--- config.mk ---
export PLATFORM = sky130hd
export DESIGN_NAME = uart_mmio_responder
export DESIGN_NICKNAME = d
export VERILOG_FILES = /design/src/rtl/uart_mmio_responder.sv
export SDC_FILE = /design/constraint.sdc
export NUM_CORES = 1
export LEC_CHECK = 0
export ABC_AREA = 1
export BUFFER_PORTS_ARGS = -buffer_cell sky130_fd_sc_hd__clkbuf_2
export CORE_UTILIZATION = 47
export DETAILED_ROUTE_END_ITERATION = 10
export PLACE_DENSITY = 0.76
export RECOVER_POWER = 100
export SYNTH_ARGS = -nofsm -noshare
export SYNTH_HDL_FRONTEND = slang
export SYNTH_SLANG_ARGS = --single-unit
--- constraint.sdc ---
create_clock -name clk -period 1.7 [get_ports clk]
set_clock_uncertainty 0.05 [all_clocks]
set_input_delay 0 -clock clk [delete_from_list [all_inputs] [get_ports clk]]
set_output_delay 0 -clock clk [all_outputs]
set_load 0.005 [all_outputs]
--- src/rtl/uart_mmio_responder.sv ---
// Memory-mapped UART responder: decodes five registers in the data map, drives an
// 8N1 transmitter and a mid-bit-sampling receiver, and answers loads combinationally.
module uart_mmio_responder #(
   parameter int CLK_FREQ = 50_000_000,
   parameter int BAUD     = 115_200,
   parameter int DATA_W   = 32
) (
   input  logic              clk,
   input  logic              rst,
   input  logic [31:0]       addr,
   input  logic              we,
   input  logic              re,
   input  logic [DATA_W-1:0] wdata,
   output logic [DATA_W-1:0] rdata,
   output logic              hit,
   input  logic              uart_rx,
   output logic              uart_tx
);

   localparam int CPB = CLK_FREQ / BAUD;
   localparam int CW  = $clog2(CPB);
   localparam logic [CW-1:0] BIT_LAST = CW'(CPB - 1);
   localparam logic [CW-1:0] BIT_HALF = CW'(CPB / 2);

   localparam logic [31:0] A_TX      = 32'h1001_0100;
   localparam logic [31:0] A_RX      = 32'h1001_0104;
   localparam logic [31:0] A_TX_DONE = 32'h1001_0102;
   localparam logic [31:0] A_BUSY    = 32'h1001_0108;
   localparam logic [31:0] A_RX_DONE = 32'h1001_010c;

   typedef enum logic [1:0] {IDLE, START, DATA, STOP} state_t;

   logic sel_tx, sel_rx, sel_txd, sel_busy, sel_rxd;
   logic unused_wdata;

   assign sel_tx       = (addr == A_TX);
   assign sel_rx       = (addr == A_RX);
   assign sel_txd      = (addr == A_TX_DONE);
   assign sel_busy     = (addr == A_BUSY);
   assign sel_rxd      = (addr == A_RX_DONE);
   assign hit          = sel_tx | sel_rx | sel_txd | sel_busy | sel_rxd;
   assign unused_wdata = ^wdata[DATA_W-1:8];

   // ---------------- transmitter ----------------
   state_t        tx_state, tx_state_n;
   logic [CW-1:0] tx_cnt, tx_cnt_n;
   logic [2:0]    tx_idx, tx_idx_n;
   logic [7:0]    tx_shift, tx_shift_n;
   logic          tx_line_n, tx_busy, tx_busy_n, tx_done, tx_done_n;
   logic          tx_bit_end;

   assign tx_bit_end = (tx_cnt == BIT_LAST);

   always_comb begin
      tx_state_n = tx_state;
      tx_cnt_n   = tx_cnt;
      tx_idx_n   = tx_idx;
      tx_shift_n = tx_shift;
      tx_line_n  = uart_tx;
      tx_busy_n  = tx_busy;
      tx_done_n  = tx_done;
      if (we && sel_txd && !wdata[0])
         tx_done_n = 1'b0;
      // completion below is assigned after the clear so it wins a same-cycle clash
      case (tx_state)
         IDLE: if (we && sel_tx) begin
            tx_state_n = START;
            tx_shift_n = wdata[7:0];
            tx_busy_n  = 1'b1;
            tx_done_n  = 1'b0;
            tx_line_n  = 1'b0;
            tx_cnt_n   = '0;
         end
         START: if (tx_bit_end) begin
            tx_state_n = DATA;
            tx_cnt_n   = '0;
            tx_idx_n   = '0;
            tx_line_n  = tx_shift[0];
         end else begin
            tx_cnt_n = tx_cnt + CW'(1);
         end
         DATA: if (tx_bit_end) begin
            tx_cnt_n = '0;
            if (tx_idx == 3'd7) begin
               tx_state_n = STOP;
               tx_line_n  = 1'b1;
            end else begin
               tx_idx_n   = tx_idx + 3'd1;
               tx_line_n  = tx_shift[1];
               tx_shift_n = {1'b0, tx_shift[7:1]};
            end
         end else begin
            tx_cnt_n = tx_cnt + CW'(1);
         end
         STOP: if (tx_bit_end) begin
            tx_state_n = IDLE;
            tx_cnt_n   = '0;
            tx_busy_n  = 1'b0;
            tx_done_n  = 1'b1;
         end else begin
            tx_cnt_n = tx_cnt + CW'(1);
         end
         default: tx_state_n = IDLE;
      endcase
   end

   // ---------------- receiver ----------------
   logic          rx_meta, rx_s, rx_prev;
   state_t        rx_state, rx_state_n;
   logic [CW-1:0] rx_cnt, rx_cnt_n;
   logic [2:0]    rx_idx, rx_idx_n;
   logic [7:0]    rx_shift, rx_shift_n, rx_data, rx_data_n;
   logic          rx_done, rx_done_n;

   always_comb begin
      rx_state_n = rx_state;
      rx_cnt_n   = rx_cnt;
      rx_idx_n   = rx_idx;
      rx_shift_n = rx_shift;
      rx_data_n  = rx_data;
      rx_done_n  = rx_done;
      if ((re && sel_rx) || (we && sel_rxd && !wdata[0]))
         rx_done_n = 1'b0;
      case (rx_state)
         IDLE: if (rx_prev && !rx_s) begin
            rx_state_n = START;
            rx_cnt_n   = '0;
         end
         START: if (rx_cnt == BIT_HALF) begin
            // a start bit that is high again at mid-bit was only a glitch
            rx_state_n = rx_s ? IDLE : DATA;
            rx_cnt_n   = '0;
            rx_idx_n   = '0;
         end else begin
            rx_cnt_n = rx_cnt + CW'(1);
         end
         DATA: if (rx_cnt == BIT_LAST) begin
            rx_cnt_n   = '0;
            rx_shift_n = {rx_s, rx_shift[7:1]};
            if (rx_idx == 3'd7)
               rx_state_n = STOP;
            else
               rx_idx_n = rx_idx + 3'd1;
         end else begin
            rx_cnt_n = rx_cnt + CW'(1);
         end
         STOP: if (rx_cnt == BIT_LAST) begin
            rx_state_n = IDLE;
            rx_cnt_n   = '0;
            if (rx_s) begin
               rx_data_n = rx_shift;
               rx_done_n = 1'b1;
            end
         end else begin
            rx_cnt_n = rx_cnt + CW'(1);
         end
         default: rx_state_n = IDLE;
      endcase
   end

   always_ff @(posedge clk) begin
      if (rst) begin
         tx_state <= IDLE;
         tx_cnt   <= '0;
         tx_idx   <= '0;
         tx_shift <= '0;
         uart_tx  <= 1'b1;
         tx_busy  <= 1'b0;
         tx_done  <= 1'b0;
         rx_meta  <= 1'b1;
         rx_s     <= 1'b1;
         rx_prev  <= 1'b1;
         rx_state <= IDLE;
         rx_cnt   <= '0;
         rx_idx   <= '0;
         rx_shift <= '0;
         rx_data  <= '0;
         rx_done  <= 1'b0;
      end else begin
         tx_state <= tx_state_n;
         tx_cnt   <= tx_cnt_n;
         tx_idx   <= tx_idx_n;
         tx_shift <= tx_shift_n;
         uart_tx  <= tx_line_n;
         tx_busy  <= tx_busy_n;
         tx_done  <= tx_done_n;
         rx_meta  <= uart_rx;
         rx_s     <= rx_meta;
         rx_prev  <= rx_s;
         rx_state <= rx_state_n;
         rx_cnt   <= rx_cnt_n;
         rx_idx   <= rx_idx_n;
         rx_shift <= rx_shift_n;
         rx_data  <= rx_data_n;
         rx_done  <= rx_done_n;
      end
   end

   always_comb begin
      rdata = '0;
      if (sel_rx)   rdata[7:0] = rx_data;
      if (sel_txd)  rdata[0]   = tx_done;
      if (sel_busy) rdata[0]   = tx_busy;
      if (sel_rxd)  rdata[0]   = rx_done;
   end

endmodule

Yosys cells after proc, flatten, opt, wreduce, memory -nomap -nowiden. Cells that the tools add are included.

Bits in registers: 59. Input bits: 69. Output and inout bits: 34. Word-level logic and storage cells: 132.

$add $sub $neg: 4. Equality and inequality tests: 28. Multiplexer cells: 52. Bitwise gates (word level): 4. Reduce and logical (&&, ||, !) cells: 28.

Operators with widths (number): $eq 32x29->1 const B (5); $mux 9 (5); $mux 8 (4); $pmux 9 s3 (1); $ne 2x2->1 const B (12); $mux 2 (11); $add 9x1->9 const B (2); $eq 9x9->1 const B (2); $mux 3 (6); $pmux 9 s2 (1); $mux 1 (16); $pmux 2 s4 (2); $pmux 8 s2 (1); $reduce_and 4->1 (4); $pmux 3 s2 (2); $reduce_and 5->1 (2); $eq 9x8->1 const B (1); $eq 2x2->1 const B (4); $reduce_bool 2->1 (4); $logic_and 1x1->1 (7); $add 3x1->3 const B (2); $eq 3x3->1 const B (2); $reduce_and 3->1 (2); $eq 2x1->1 const B (2); 10 further kinds (16).

Depth between registers and ports, before layout.
Depth after elaboration: 8. Depth in mapped cells: 12. Gate-level depth less buffers: 12.

Worst setup path before layout. OpenSTA, ideal clock, no wires.

Kind: flip-flop to flip-flop. Start: reg tx_state[0]. End: reg tx_shift[1]. Library setup time: 0.113 ns. Data arrival time: 1.437 ns. Data required time: 1.537 ns. Setup slack: 0.100 ns. Stages on the path, launching flop included: 10. Buffers on the path: 2. Clock period less this slack: 1.600 ns. Cell sequence: dfxtp_1 -> inv_1 -> ha_1 -> buf_2 -> inv_1 -> a21oi_2 -> nand3_4 -> buf_6 -> nor2_1 -> nor2_1.

Longest elaborated chain between the ends: 3. Elaborated cells on any way between the ends: 8. Classes of those cells: eq/ne (4); mux (1); reduce/logical (3).

Ends and longest elaborated chain: from (decl) (line 45) `state_t tx_state, tx_state_n;`; from (signal assigned) (line 180) `tx_state <= tx_state_n;`; $eq 2x2->1 or $logic_not 2->1 (tied branches) (line 65) `case (tx_state)`; $ne 2x2->1 (no source line) or $reduce_bool 2->1 (tied branches); $reduce_and 4->1 (no source line); to (signal assigned) (line 183) `tx_shift <= tx_shift_n;`; to (decl) (line 48) `logic [7:0] tx_shift, tx_shift_n;`.

Parallel ways exist; a longest one is shown, timed or not. A chain may end at the register's enable or synchronous reset.

Worst setup path in the final report.
Start: reg tx_state[0]. End: reg tx_done.

Longest elaborated chain between the ends: 2. Elaborated cells on any way between the ends: 3. Classes of those cells: eq/ne (1); mux (1); reduce/logical (1).

Ends and longest elaborated chain: $eq 2x2->1 or $logic_not 2->1 (tied branches) (line 65); $pmux 1 s2 (*) (line 65); to (signal assigned) (line 186) `tx_done <= tx_done_n;`; to (decl) (line 49) `logic tx_line_n, tx_busy, tx_busy_n, tx_done, tx_done_n;`.

Every way passes the cells marked *; elsewhere a longest branch is shown, timed or not.

==> flow_results.org <==
** Floorplan
- I/O Pins :: 103
- The floorplan step defined a die boundary enclosing 7880 um^2.
- Area of the core :: 7250 um^2
- X dimension of the die :: 88.8 um
- Standard-cell rows :: 31
- Once the floorplan was initialized, standard cells occupied between 40% and 50% of the core.
- Die Span Y :: 88.8 um

** CTS
- TritonCTS built the clock tree.
- The clock passes through at most 2 buffers.
- H-tree Lvls :: 3
- Clock transition time at the flip-flop clock pins of the worst setup and hold paths :: 0.07 ns
- The tree is rooted in a sky130_fd_sc_hd__clkbuf_8.
- Insertion delay of the later-clocked pin in the worst-skew pair :: 0.34 ns
- Sink count of the clock tree :: between 50 and 60
- The number of clock buffers added by TritonCTS is 9.

** Cells and area
- Counting the fill cells in the layout gives around 670.
- Cells with a size suffix above 1 make up 19.7% of the layout.
- Area growth from synthesis to layout :: 20.3%
- Net total in the final layout :: slightly below 700
- At the end of the flow the core is filled with cells to 58.7%.
- Once layout is complete, the cells apart from fillers number 708.
- 0 antenna diodes ended up in the layout.
- Post-route standard cell area excluding fillers :: 4250 um^2

** Logic synthesis
- By count the netlist is led by sky130_fd_sc_hd__nand2_1 (100), sky130_fd_sc_hd__inv_1 (83), sky130_fd_sc_hd__dfxtp_1 (59).
- Instance count of the mapped netlist :: 530
- sky130_fd_sc_hd__nand2_1 is the most common cell in the netlist.
- Primary FF master, synth :: sky130_fd_sc_hd__dfxtp_1
- In the post-synthesis netlist, the biggest area contributors are sky130_fd_sc_hd__dfxtp_1 (33%), sky130_fd_sc_hd__nand2_1 (11%), sky130_fd_sc_hd__inv_1 (8.8%).
- Post-synthesis cell area :: 3540 um^2
- Counting flops with a built-in enable in the synthesized netlist gives 0.
- The synthesized design spends more area on one cell type than any other, namely sky130_fd_sc_hd__dfxtp_1.
- Mean post-synth cell area :: 6.67 um^2
- Total of flip-flops plus latches after synthesis :: ~60
- Number of different library cells in the post-synthesis netlist :: 35
- Summed over its instances, the top area cell type makes up 33.4% of the synthesized netlist area.
- Counting flops with an async set or reset pin after synthesis yields a share of 0%.
- For this run, the number of Yosys warnings is 0.
- Share of synthesized area occupied by flip-flops and latches :: 33.4%

** Global routing
- Antenna violations before repair :: 0
- Across every metal layer, demand over resource in global routing totals between 10% and 20%.
- Number of global-route vias before repair :: 3001
- GRT Residual Overflow :: 0
- The first global-routing pass estimated 11.9 mm of wire.
- Entering global routing, the biggest net connects 29 pins.

** STA
- Count of final max-slew check failures :: 0
- The routed design could run at a clock period as short as 1.60 ns.
- Dividing the final minimum period by the clock period gives roughly 94%.
- Setup repair after global routing could not meet its margin everywhere.
- Final hold violation count :: 0
- In this run the tightest slew margin relative to its limit is 65.5%.
- Number of setup violations in the final report :: 0
- Worst Slack Setup Final :: 0.0995 ns
- Highest clock frequency the design can meet :: 0.625 GHz
- Slew at the pin closest to its max-slew limit :: 0.517 ns

** Routing
- The first routing iteration left approximately 150 violations.
- Number of routed nets with antenna violations :: 0
- Routed via count :: between 3000 and 4000
- The first detailed-routing pass took 4 iterations.
- After detailed routing, the number of vias per cell comes to just under 5.
- DRC viols :: 0
- Dividing the detail-routed wire length by the instance count gives 10.5 um.
- Wires add up to 7.40 mm.

** Critical path
- STA puts the critical path data required time at 1.88 ns.
- The worst setup path is of the flip-flop to flip-flop kind.
- STA classifies the critical path startpoint as a flip-flop.
- Kind of cell adding the most delay to the critical path :: buffers and inverters
- The worst setup path is captured at a flip-flop.
- Worst setup path startpoint :: tx_state[0]
- Cell type with the highest occurrence count on the critical path :: sky130_fd_sc_hd__buf_4
- Traced cell by cell, the critical path runs through inv_1 > ha_1 > buf_4 > nand2_2 > buf_4 > nand3_1 > nand2_1 > a21oi_1.
- Number of cells on the critical path :: 8
- Arrival @ worst endpoint :: 1.78 ns
- In this run the critical register-to-register path is launched from tx_state[0].
- Counting both buffers and inverters, the worst setup path holds a total of 3.
- Crit path max fanout :: 11
- The worst register-to-register path has a depth of 8.
- Critical Path Slowest Stage Cell :: sky130_fd_sc_hd__dfxtp_2
- Maximum single-stage delay on the critical path :: 0.35 ns

** Outcome
- Status :: finished, final reports clean

** Pwr
- Total power consumption of the routed design :: between 4 and 5 mW
- For this design the ratio of total power to cell area is between 900 and 1000 nW/um^2.
- Leakage power of the design :: approximately 1.9 nW
- Worst IR drop on VDD :: 0.000459 V

** Hold path
- The path class of the tightest hold or removal check is input pin to flip-flop.
- Min-Delay Startpoint :: wdata[0]
- WHS Path Cells :: 5

** Place
- Port bufs :: between 50 and 60
- The congestion estimate from routability-driven global placement came to just under 0.9.
- The HPWL after detailed placement is 5.11 mm.
- Timing analysis after detailed placement gives a worst setup slack of 0.0198 ns.
- Number of instances in the placed design :: 679
- Cell area after placement :: 3850 um^2

** Flow run
- Max-cap violations in this run came to 0.
[final timing paths]
check | endpoint | slack [ns]
hold / removal | tx_done | 0.04
hold reg to reg | rx_s | 0.38
setup reg to reg | tx_done | 0.1
setup / recovery | tx_done | 0.1
[layout by cell type, fill, tap and decap left out, types with 2 or more instances in the layout]
master                          count
sky130_fd_sc_hd__nand2_1           95
sky130_fd_sc_hd__inv_1             82
sky130_fd_sc_hd__nor2_1            55
sky130_fd_sc_hd__dfxtp_1           55
sky130_fd_sc_hd__clkbuf_2          48
sky130_fd_sc_hd__nand3_1           47
sky130_fd_sc_hd__a21oi_1           44
sky130_fd_sc_hd__conb_1            24
sky130_fd_sc_hd__o21ai_0           23
sky130_fd_sc_hd__nand2_2           13
sky130_fd_sc_hd__ha_1              12
sky130_fd_sc_hd__nand4_1           11
sky130_fd_sc_hd__dlygate4sd3_1     10
sky130_fd_sc_hd__buf_4             10
sky130_fd_sc_hd__clkbuf_8           9
sky130_fd_sc_hd__nor3_1             8
sky130_fd_sc_hd__inv_2              7
sky130_fd_sc_hd__clkbuf_1           7
sky130_fd_sc_hd__nor2_2             4
sky130_fd_sc_hd__nand3_4            4
sky130_fd_sc_hd__dfxtp_2            4
sky130_fd_sc_hd__o22ai_1            3
sky130_fd_sc_hd__nand3b_1           2
sky130_fd_sc_hd__o211ai_1           2
sky130_fd_sc_hd__xor2_1             2
sky130_fd_sc_hd__nor3_2             2
sky130_fd_sc_hd__nand3_2            2
sky130_fd_sc_hd__or2_2              2
sky130_fd_sc_hd__o21ai_1            2
sky130_fd_sc_hd__bufinv_16          2
sky130_fd_sc_hd__inv_6              2
[power by group]
group | internal (mW) | switching [mW] | leakage (nW) | total [mW]
clock | 0.835 | 0.602 | 0.110 | 1.44
sequential | 1.48 | 0.0591 | 0.480 | 1.54
combinational | 0.396 | 0.657 | 1.35 | 1.05
[metal layers]
metal	vias up	track usage [%]	share of wire, %
met1	1571	21.0	45
met5	-	0	0
met3	10	2.99	4.2
met4	0	9.97	1.4
li1	1784	-	-
met2	84	35.4	49
[tightest hold or removal path, stage by stage]
cell	delay (ns)
sky130_fd_sc_hd__clkbuf_2	0.07
sky130_fd_sc_hd__inv_1	0.07
sky130_fd_sc_hd__nand3_1	0.09
sky130_fd_sc_hd__nand2_1	0.05
sky130_fd_sc_hd__a21oi_1	0.11
[metrics by stage]
| step | hold WS (ns) | setup TNS (ns) |
|---|---|---|
| global placement | 0.134 | 0 |
| floorplan | 0.0538 | 0 |
| finish | 0.0364 | 0 |
| CTS | 0.0265 | 0 |
| global route | 0.104 | -0.303 |
| detailed placement | 0.139 | 0 |
[layout make-up]
class,count,area [um^2],share of cell area [%]
multi-input combinational,369,1930,45.3
clock inverter,7,98.8,2.32
tap,99,124,2.91
sequential,59,1190,27.9
timing repair buffer,76,462,10.9
clock buffer,9,124,2.91
inverter,89,334,7.85
[sequential cells by signal, summed over array words and instances (netlist names), named ones only]
register / cells
rx_prev: 1
rx_cnt: 9
rx_shift: 8
tx_busy: 1
tx_state: 2
rx_idx: 3
rx_done: 1
rx_s: 1
tx_cnt: 9
rx_data: 8
tx_idx: 3
rx_meta: 1
uart_tx: 1
tx_shift: 8
rx_state: 1
tx_done: 1
[what timing repair did]
action,in CTS,in global routing
endpoints found under the hold margin,10,0
cloned,0,2
hold buffers,10,0
pin swaps,0,4
gates resized for setup,1,24
setup endpoints to repair,1,42
setup buffers,0,1
[kinds of logic (layout without fill, tap and decap cells)]
group / count (synthesis) / after routing / synth area share [%]
AND/OR/NAND/NOR: 248 / 250 / 32.5
buffers and inverters: 127 / 181 / 16.8
AO/OA/AOI/OAI: 79 / 79 / 11.9
flip-flops: 59 / 59 / 33.4
adder cells (fa/ha/maj): 13 / 13 / 4.60
XOR/XNOR: 3 / 3 / 0.743
other: 1 / 24 / 0.106
(Power assumes the default switching activity.)
